## config.mk

```make
export PLATFORM = sky130hd
export DESIGN_NAME = dbg_dispatch
export DESIGN_NICKNAME = d
export VERILOG_FILES = /design/src/rtl/dbg_dispatch.sv
export SDC_FILE = /design/constraint.sdc
export NUM_CORES = 1
export LEC_CHECK = 0
export BUFFER_PORTS_ARGS = -buffer_cell sky130_fd_sc_hd__buf_2
export CORE_MARGIN = 2
export CORE_UTILIZATION = 45
export DETAILED_ROUTE_END_ITERATION = 16
export PLACE_DENSITY = 0.75
export SETUP_SLACK_MARGIN = 0.4
export SKIP_LAST_GASP = 1
export SLEW_MARGIN = 20
export SYNTH_ARGS = -nofsm -noshare
export SYNTH_HDL_FRONTEND = slang
export SYNTH_SLANG_ARGS = --single-unit
```

## constraint.sdc

```tcl
create_clock -name clk -period 3.8 [get_ports clk]
set_input_delay 0.19 -clock clk [delete_from_list [all_inputs] [get_ports clk]]
set_output_delay 0.19 -clock clk [all_outputs]
set_load 0.1 [all_outputs]
```

## src/rtl/dbg_dispatch.sv

```systemverilog
// dbg_dispatch: queues host debug requests and issues them one at a time
// to N debug targets, returning one response per request with a status code.
module dbg_dispatch #(
    parameter int BITSIZE    = 32,
    parameter int N_TARGETS  = 2,
    parameter int FIFO_DEPTH = 4,
    parameter int TIMEOUT    = 255,
    localparam int TW = ($clog2(N_TARGETS) > 0) ? $clog2(N_TARGETS) : 1
) (
    input  logic                           clk,
    input  logic                           rstn_i,
    input  logic                           req_valid_i,
    output logic                           req_ready_o,
    input  logic [TW-1:0]                  req_target_i,
    input  logic [7:0]                     req_cmd_i,
    input  logic [BITSIZE-1:0]             req_addr_i,
    input  logic [BITSIZE-1:0]             req_data_i,
    output logic                           rsp_valid_o,
    input  logic                           rsp_ready_i,
    output logic [TW-1:0]                  rsp_target_o,
    output logic [1:0]                     rsp_status_o,
    output logic [BITSIZE-1:0]             rsp_data_o,
    output logic [8*N_TARGETS-1:0]         dbg_cmd_o,
    output logic [BITSIZE*N_TARGETS-1:0]   dbg_addr_o,
    output logic [BITSIZE*N_TARGETS-1:0]   dbg_data_o,
    input  logic [BITSIZE*N_TARGETS-1:0]   dbg_data_i,
    input  logic [N_TARGETS-1:0]           dbg_done_i
);

    localparam int PW = (FIFO_DEPTH > 1) ? $clog2(FIFO_DEPTH) : 1;
    localparam int CW = $clog2(TIMEOUT);
    localparam int EW = TW + 8 + 2 * BITSIZE;
    localparam int NV = 2 ** TW;

    localparam logic [1:0] S_IDLE = 2'd0;
    localparam logic [1:0] S_WAIT = 2'd1;
    localparam logic [1:0] S_REL  = 2'd2;
    localparam logic [1:0] S_RESP = 2'd3;

    localparam logic [1:0] ST_OK  = 2'b00;
    localparam logic [1:0] ST_TMO = 2'b01;
    localparam logic [1:0] ST_INV = 2'b10;

    // request FIFO state
    logic [EW-1:0]      fifo_q [FIFO_DEPTH];
    logic [EW-1:0]      fifo_d [FIFO_DEPTH];
    logic [PW-1:0]      wr_ptr_q, wr_ptr_d;
    logic [PW-1:0]      rd_ptr_q, rd_ptr_d;
    logic [PW:0]        count_q, count_d;

    // current command and response state
    logic [1:0]         state_q, state_d;
    logic [TW-1:0]      tgt_q, tgt_d;
    logic [7:0]         cmd_q, cmd_d;
    logic [BITSIZE-1:0] addr_q, addr_d;
    logic [BITSIZE-1:0] wdata_q, wdata_d;
    logic [BITSIZE-1:0] rdata_q, rdata_d;
    logic [1:0]         status_q, status_d;
    logic [CW-1:0]      cnt_q, cnt_d;

    logic               full;
    logic               push;
    logic               pop;
    logic [EW-1:0]      head;
    logic [TW-1:0]      h_tgt;
    logic [7:0]         h_cmd;
    logic [BITSIZE-1:0] h_addr;
    logic [BITSIZE-1:0] h_wdata;
    logic               h_bad;
    logic [NV-1:0]      tgt_ok;
    logic               sel_done;
    logic [BITSIZE-1:0] sel_data;
    logic               cnt_last;

    assign full        = (count_q == (PW+1)'(FIFO_DEPTH));
    assign req_ready_o = !full;
    assign push        = req_valid_i && !full;
    assign pop         = (state_q == S_IDLE) && (count_q != '0);
    assign head        = fifo_q[rd_ptr_q];
    assign h_tgt       = head[EW-1 -: TW];
    assign h_cmd       = head[2*BITSIZE +: 8];
    assign h_addr      = head[BITSIZE +: BITSIZE];
    assign h_wdata     = head[0 +: BITSIZE];
    assign cnt_last    = (cnt_q == CW'(TIMEOUT - 1));

    // table of which encodable target indices actually exist
    always_comb begin
        tgt_ok = '0;
        for (int i = 0; i < NV; i++) begin
            tgt_ok[i] = (i < N_TARGETS);
        end
    end

    assign h_bad = !tgt_ok[h_tgt] || (h_cmd == 8'h00);

    // done/data of the currently selected target; others are ignored
    always_comb begin
        sel_done = 1'b0;
        sel_data = '0;
        for (int i = 0; i < N_TARGETS; i++) begin
            if (tgt_q == TW'(i)) begin
                sel_done = dbg_done_i[i];
                sel_data = dbg_data_i[i*BITSIZE +: BITSIZE];
            end
        end
    end

    // FIFO pointer, count and storage next-state
    always_comb begin
        fifo_d   = fifo_q;
        wr_ptr_d = wr_ptr_q;
        rd_ptr_d = rd_ptr_q;
        if (push) begin
            fifo_d[wr_ptr_q] = {req_target_i, req_cmd_i,
                                req_addr_i, req_data_i};
            wr_ptr_d = wr_ptr_q + PW'(1);
        end
        if (pop) begin
            rd_ptr_d = rd_ptr_q + PW'(1);
        end
        count_d = count_q + (PW+1)'(push) - (PW+1)'(pop);
    end

    // command sequencing: issue, wait for done, wait for release, respond
    always_comb begin
        state_d  = state_q;
        tgt_d    = tgt_q;
        cmd_d    = cmd_q;
        addr_d   = addr_q;
        wdata_d  = wdata_q;
        rdata_d  = rdata_q;
        status_d = status_q;
        cnt_d    = cnt_q;
        case (state_q)
            S_IDLE: begin
                if (pop) begin
                    tgt_d   = h_tgt;
                    cmd_d   = h_cmd;
                    addr_d  = h_addr;
                    wdata_d = h_wdata;
                    rdata_d = '0;
                    cnt_d   = '0;
                    if (h_bad) begin
                        status_d = ST_INV;
                        state_d  = S_RESP;
                    end else begin
                        status_d = ST_OK;
                        state_d  = S_WAIT;
                    end
                end
            end
            S_WAIT: begin
                cnt_d = cnt_q + CW'(1);
                if (sel_done) begin
                    rdata_d = sel_data;
                    cnt_d   = '0;
                    state_d = S_REL;
                end else if (cnt_last) begin
                    status_d = ST_TMO;
                    rdata_d  = '0;
                    cnt_d    = '0;
                    state_d  = S_REL;
                end
            end
            S_REL: begin
                cnt_d = cnt_q + CW'(1);
                if (!sel_done) begin
                    state_d = S_RESP;
                end else if (cnt_last) begin
                    status_d = ST_TMO;
                    state_d  = S_RESP;
                end
            end
            default: begin
                if (rsp_ready_i) begin
                    state_d = S_IDLE;
                end
            end
        endcase
    end

    // FIFO storage needs no reset; the count qualifies its contents
    always_ff @(posedge clk) begin
        fifo_q <= fifo_d;
    end

    // control and datapath registers with synchronous active-low reset
    always_ff @(posedge clk) begin
        if (!rstn_i) begin
            wr_ptr_q <= '0;
            rd_ptr_q <= '0;
            count_q  <= '0;
            state_q  <= S_IDLE;
            tgt_q    <= '0;
            cmd_q    <= '0;
            addr_q   <= '0;
            wdata_q  <= '0;
            rdata_q  <= '0;
            status_q <= '0;
            cnt_q    <= '0;
        end else begin
            wr_ptr_q <= wr_ptr_d;
            rd_ptr_q <= rd_ptr_d;
            count_q  <= count_d;
            state_q  <= state_d;
            tgt_q    <= tgt_d;
            cmd_q    <= cmd_d;
            addr_q   <= addr_d;
            wdata_q  <= wdata_d;
            rdata_q  <= rdata_d;
            status_q <= status_d;
            cnt_q    <= cnt_d;
        end
    end

    assign rsp_valid_o  = (state_q == S_RESP);
    assign rsp_target_o = tgt_q;
    assign rsp_status_o = status_q;
    assign rsp_data_o   = rdata_q;

    // target channels decode from registered state only
    always_comb begin
        dbg_cmd_o  = '0;
        dbg_addr_o = '0;
        dbg_data_o = '0;
        for (int i = 0; i < N_TARGETS; i++) begin
            if (tgt_q == TW'(i)) begin
                if (state_q == S_WAIT) begin
                    dbg_cmd_o[8*i +: 8] = cmd_q;
                end
                if ((state_q == S_WAIT) || (state_q == S_REL)) begin
                    dbg_addr_o[i*BITSIZE +: BITSIZE] = addr_q;
                    dbg_data_o[i*BITSIZE +: BITSIZE] = wdata_q;
                end
            end
        end
    end

endmodule

```

== Word-level counts from Yosys, hierarchy flattened ==
Cells that the tools add are included.
Storage, ports and cells
  input port bits: 143
  flip-flop bits (word level): 416
Cells by class
  bitwise operators: 2
  add/sub/neg operators: 5
  equality and inequality tests: 10
  reduce and logical (&&, ||, !) cells: 18
  $lt $le $gt $ge: 4
  mux-type cells: 40
Operator list (number)
  2-to-1 mux 32 bit: 10
  bitwise mux 292 bit: 1
  2-to-1 mux 73 bit: 3
  binary-select mux 73 bit (select 2 bit): 1
  demux 73 bit (select 2 bit): 1
  case mux 32 bit (2 select lines): 1
  2-to-1 mux 8 bit: 6
  2-to-1 mux 2 bit: 12
  case mux 8 bit (3 select lines): 1
  case mux 2 bit (3 select lines): 2
  adder 8 x 1 -> 8 bit (second input constant): 1
  == test 8 bit (second input constant): 1
  zero test 8 bit: 1
  AND reduction 4 bit: 2
  >= comparator 3 bit (second input constant): 2
  != test 2 bit (second input constant): 3
  != test 3 bit (second input constant): 2
  inverter 2 -> 3 bit: 2
  nonzero test 3 bit: 2
  adder 2 x 1 -> 2 bit (second input constant): 2
  == test 2 bit (second input constant): 2
  AND reduction 2 bit: 2
  nonzero test 4 bit: 1
  adder 3 x 1 -> 3 bit: 1
  12 further kinds: 17

== Longest topological paths before layout ==
  depth after elaboration: 11
  mapped depth: 13
  depth with buffers taken out: 12

== Least setup slack after synthesis ==
OpenSTA, ideal clock, no wires.
  path type: reg-to-reg
  start: register count_q[1]
  end: register fifo_q[0] in the netlist's numbering, enable pin
  stages on the path, launching flop included: 4
  setup time: 0.440 ns
  required time: 3.360 ns
  path buffers: 0
  period minus slack after synthesis: 3.492 ns
  slack: 0.308 ns
  arrival time: 3.053 ns
  path through: dfxtp_1 nor2_1 nand2_1 and3_1
On the way
  longest elaborated chain between the ends: 3
Ends and longest elaborated chain
  start: declaration: line 49  | logic [PW:0] count_q, count_d;
  start signal: assignment: line 204  | count_q <= count_d;
  == test 3 bit: line 75  | assign full = (count_q == (PW+1)'(FIFO_DEPTH));
  zero test 1 bit
  net req_ready_o: line 13  | output logic req_ready_o,
  logical AND 1 bit: line 77  | assign push = req_valid_i && !full;
  end signal: assignment: line 184  | fifo_q <= fifo_d;
  end: declaration: line 45  | logic [EW-1:0] fifo_q [FIFO_DEPTH];
The timed path passes the listed nets, and every way through them passes these cells.
A chain may end at the register's enable or synchronous reset.

== Worst setup path in the final report ==
  start: register state_q[1]
  end: output port dbg_data_o[30]
On the way
  longest elaborated chain between the ends: 4
  elaborated cells on any way between the ends: 5
  those cells by class: 2 x eq/ne; 2 x mux; 1 x reduce/logical
Ends and longest elaborated chain
  start: declaration: line 52  | logic [1:0] state_q, state_d;
  start signal: assignment: line 205  | state_q <= state_d;
  == test 2 x 1 -> 1 bit / == test 2 bit (equally long branches): line 231  | if ((state_q == S_WAIT) || (state_q == S_REL)) begin
  logical OR 1 bit *: line 231
  2-to-1 mux 32 bit *: line 231
  2-to-1 mux 32 bit *: line 227  | if (tgt_q == TW'(i)) begin
  end: declaration: line 25  | output logic [BITSIZE*N_TARGETS-1:0] dbg_data_o,
Mark *: on every way between the ends. The rest lies on a longest branch, timed or not.

==> flow_metrics.env <==
export IMPL_outcome="completed"
export IMPL_crit_path_end="dbg_data_o[30]"
export IMPL_worstSetupPathType="reg -> out"
export IMPL_cts_root_buf="clkbuf_16"
export IMPL_dp_cells=1911
export IMPL_drt_iter0_markers=679
export IMPL_crit_start="state_q[1]$_SDFFE_PN0P_"
export IMPL_ios=324
export IMPL_cts_buffers=44
export IMPL_finalCritPeriodShare=0.829
export IMPL_die_h_um=197
export IMPL_path_clk_slew_ns=0.06
export IMPL_cp_end_kind="output port"
export IMPL_overflow=0
export IMPL_rsz0062_at_grt="false"
export IMPL_syn_area_per_cell_um2=14.1
export IMPL_drtAntennaViolNets=0
export IMPL_maxCapViolations=0
export IMPL_area_growth_pct=25.5
export IMPL_start_util=0.457
export IMPL_fin_tns_setup_ns=0
export IMPL_leakagePower_nw=8.17
export IMPL_total_power_mw=15.5
export IMPL_post_cts_buffers=0
export IMPL_finClkSkew_ns=0.0191
export IMPL_dpl_hpwl_um=25300
export IMPL_fmax_mhz=318
export IMPL_drt_vias_per_instance=5.36
export IMPL_crit_buf_inv=4
export IMPL_start_kind="flip-flop"
export IMPL_grt_max_degree=76
export IMPL_synth_net_count=1338
export IMPL_antenna_found_initial=1
export IMPL_port_buffers=323
export IMPL_core_um2=36500
export IMPL_clock_power_share=0.269
export IMPL_cp_cell_sequence="inv_1 -> ha_2 -> inv_2 -> nor2_4 -> buf_4 -> and2_1 -> buf_2"
export IMPL_grt_pass1_wl_um=62300
export IMPL_rrSetupSlack_ns=1.24
export IMPL_htreeDepth=2
export IMPL_wl_um=41400
export IMPL_antenna_cells=0
export IMPL_die_w_um=197
export IMPL_arrival_ns=2.96
export IMPL_drive_above_1_share=0.317
export IMPL_clock_sinks=416
export IMPL_p_seq_frac=0.405
export IMPL_rows=70
export IMPL_power_density_nw_per_um2=738
export IMPL_ys_warnings_count=0
export IMPL_finalSetupViolCount=0
export IMPL_cpPeakStageDelay_ns=0.47
export IMPL_crit_family="buffers and inverters"
export IMPL_cp_num_cells=7
export IMPL_reg2reg_to="rsp_data_o[10]$_SDFFE_PN0P_"
export IMPL_yosysSeqAreaShare=0.675
export IMPL_cts_tree="built"
export IMPL_grt_use_total=0.210
export IMPL_synthCells=1182
export IMPL_holdBufCountCts=74
export IMPL_cts_resized=0
export IMPL_fin_nets=1719
export IMPL_ys_seq_elements=416
export IMPL_gp_congestion=0.817
export IMPL_min_path_type="in -> reg"
export IMPL_grt_pass1_vias=11181
export IMPL_num_fill_cells=2860
export IMPL_path_max_fanout=39
export IMPL_r2r_start="state_q[1]$_SDFFE_PN0P_"
export IMPL_drc=0
export IMPL_via_count=11084
export IMPL_drv_slew=0
export IMPL_dieArea_um2=38600
export IMPL_hold_viol=0
export IMPL_cp_slowest_cell="nor2_4"
export IMPL_slew_headroom=0.348
export IMPL_cp_required_ns=3.61
export IMPL_synth_distinct_cells=47
export IMPL_clk_path_buf_depth=3
export IMPL_ir_worst_vdd_v=0.000726
export IMPL_wire_per_inst_um=20.0
export IMPL_first_pass_iters=7
export IMPL_post_layout_nonfiller_instances=2067
export IMPL_fin_crit_ns=3.15
export IMPL_insertion_delay_ns=0.54
export IMPL_reg2regPathDepth=7
export IMPL_worst_slew_pin_slew_ns=0.977
export IMPL_internal_power_mw=9.50
export IMPL_p_sw_mw=5.95
export IMPL_switching_share=0.385
export IMPL_comb_power_share=0.326
export IMPL_syn_area_um2=16700
## worst min path at each step
| stage | start | to | slack (ns) | cells after the start |
|---|---|---|---|---|
| finish | dbg_data_i[0] | rsp_data_o[0]$_SDFFE_PN0P_ | 0.08 | 4 |
| global route | dbg_data_i[10] | rsp_data_o[10]$_SDFFE_PN0P_ | 0.09 | 4 |
| CTS | dbg_data_i[0] | rsp_data_o[0]$_SDFFE_PN0P_ | 0.05 | 4 |
| detailed placement | req_cmd_i[2] | fifo_q[285]$_DFFE_PP_ | 0.41 | 1 |
| global placement | req_cmd_i[2] | fifo_q[139]$_DFFE_PP_ | 0.40 | 1 |
| floorplan | req_data_i[0] | fifo_q[0]$_DFFE_PP_ | 0.29 | 0 |
## worst register-to-register path, stage by stage (launching register included)
cell	delay (ns)
dfxtp_1	0.34
inv_1	0.09
ha_2	0.26
nor4b_1	0.55
nor2_1	0.13
nand2_2	0.70
or3_1	0.27
a21oi_1	0.06
## synth_stat cells, drive strengths merged
| master | count | area (µm²) |
|---|---|---|
| edfxtp | 292 | 8770 |
| nand2 | 191 | 719 |
| dfxtp | 124 | 2480 |
| a21oi | 112 | 561 |
| and3 | 77 | 482 |
| and2 | 74 | 463 |
| mux4 | 73 | 1650 |
| clkbuf | 55 | 206 |
| mux2i | 36 | 364 |
| or3 | 35 | 219 |
| buf | 24 | 125 |
| nor2 | 20 | 75.1 |
| inv | 13 | 48.8 |
| ha | 12 | 150 |
| o21ai | 8 | 40.0 |
| a211oi | 4 | 30.0 |
| nand3 | 3 | 15.0 |
| o31ai | 3 | 32.5 |
| xnor2 | 3 | 26.3 |
| nand4 | 2 | 18.8 |
| nor3 | 2 | 10.0 |
| nor4 | 2 | 25.0 |
| o211ai | 2 | 28.8 |
| or2 | 2 | 12.5 |
| xor2 | 2 | 17.5 |
| a2111o | 1 | 11.3 |
| a32oi | 1 | 8.76 |
| fa | 1 | 20.0 |
| mux2 | 1 | 11.3 |
| nand2b | 1 | 6.26 |
| nand3b | 1 | 7.51 |
| nor2b | 1 | 6.26 |
| nor4b | 1 | 8.76 |
| o221a | 1 | 11.3 |
| o32ai | 1 | 8.76 |
| or3b | 1 | 8.76 |
## logic make-up after synthesis
| kind of cell | share of synthesized area |
|---|---|
| xor gates and xnor gates | 0.00263 |
| muxes | 0.121 |
| DFF | 0.675 |
| AOI/OAI and AO/OA | 0.0439 |
| and+or+nand+nor | 0.125 |
| adders and majority gates | 0.0102 |
| buffers and inverters | 0.0228 |
## power by group through the flow
stage               Combinational [mW]  Sequential, mW  Clock, mW
floorplan                         3.79            6.22          0
CTS                               5.08            6.25       4.25
global route                      5.42            6.34       4.42
detailed placement                5.00            6.34          0
global placement                  4.90            6.31          0
finish                            5.03            6.25       4.16
## cells in the final DEF, fill, tap and decap left out, drive strengths merged, types with 2 or more instances in the layout
cell,instances
o211ai,2
ha,12
dlygate4sd3,74
inv,15
and2,74
or3,35
nor2,20
o31ai,3
xor2,2
buf,340
bufinv,2
clkinvlp,4
or2,2
nor3,2
dfxtp,124
xnor2,3
nor4,2
nand3,3
a211oi,4
clkbuf,59
and3,77
nand4,2
edfxtp,292
nand2,191
o21ai,8
mux4,73
clkinv,15
a21oi,112
mux2i,36
## metal layers
metal	up-vias	wire (µm)	global-route usage
met4	2	938	0.0620
li1	5139	-	-
met3	66	3110	0.0412
met5	-	12	0
met2	462	20400	0.371
met1	5415	16900	0.263
## stage by stage
stage                     worst slack [ns]  hold WS (ns)  utilization  cell area [µm²]
after floorplan                      0.964         0.289            -            16700
after global placement                1.33         0.402        0.513            18700
after detailed placement              1.21         0.407        0.513            18700
after CTS                            0.636        0.0546        0.573            20900
after global routing                 0.432        0.0949        0.573            20900
final                                0.652        0.0806        0.573            20900
## state kept, by name, summed over array words and instances (netlist names)
signal        cells
addr_q           32
rsp_target_o      1
count_q           3
rsp_data_o       32
cmd_q             8
rsp_status_o      2
wr_ptr_q          2
fifo_q          292
cnt_q             8
rd_ptr_q          2
wdata_q          32
state_q           2
## layout make-up
class	count	area, µm²	area share
clock inverters	23	206	0.00987
multi-input cells	674	5090	0.243
repair buffers	414	2500	0.119
well taps	468	586	0.0280
clock buffers	59	1230	0.0588
flip-flops and latches	416	11300	0.538
inverters	13	51.3	0.00245
Note: power is estimated with default switching activity, not from simulation.
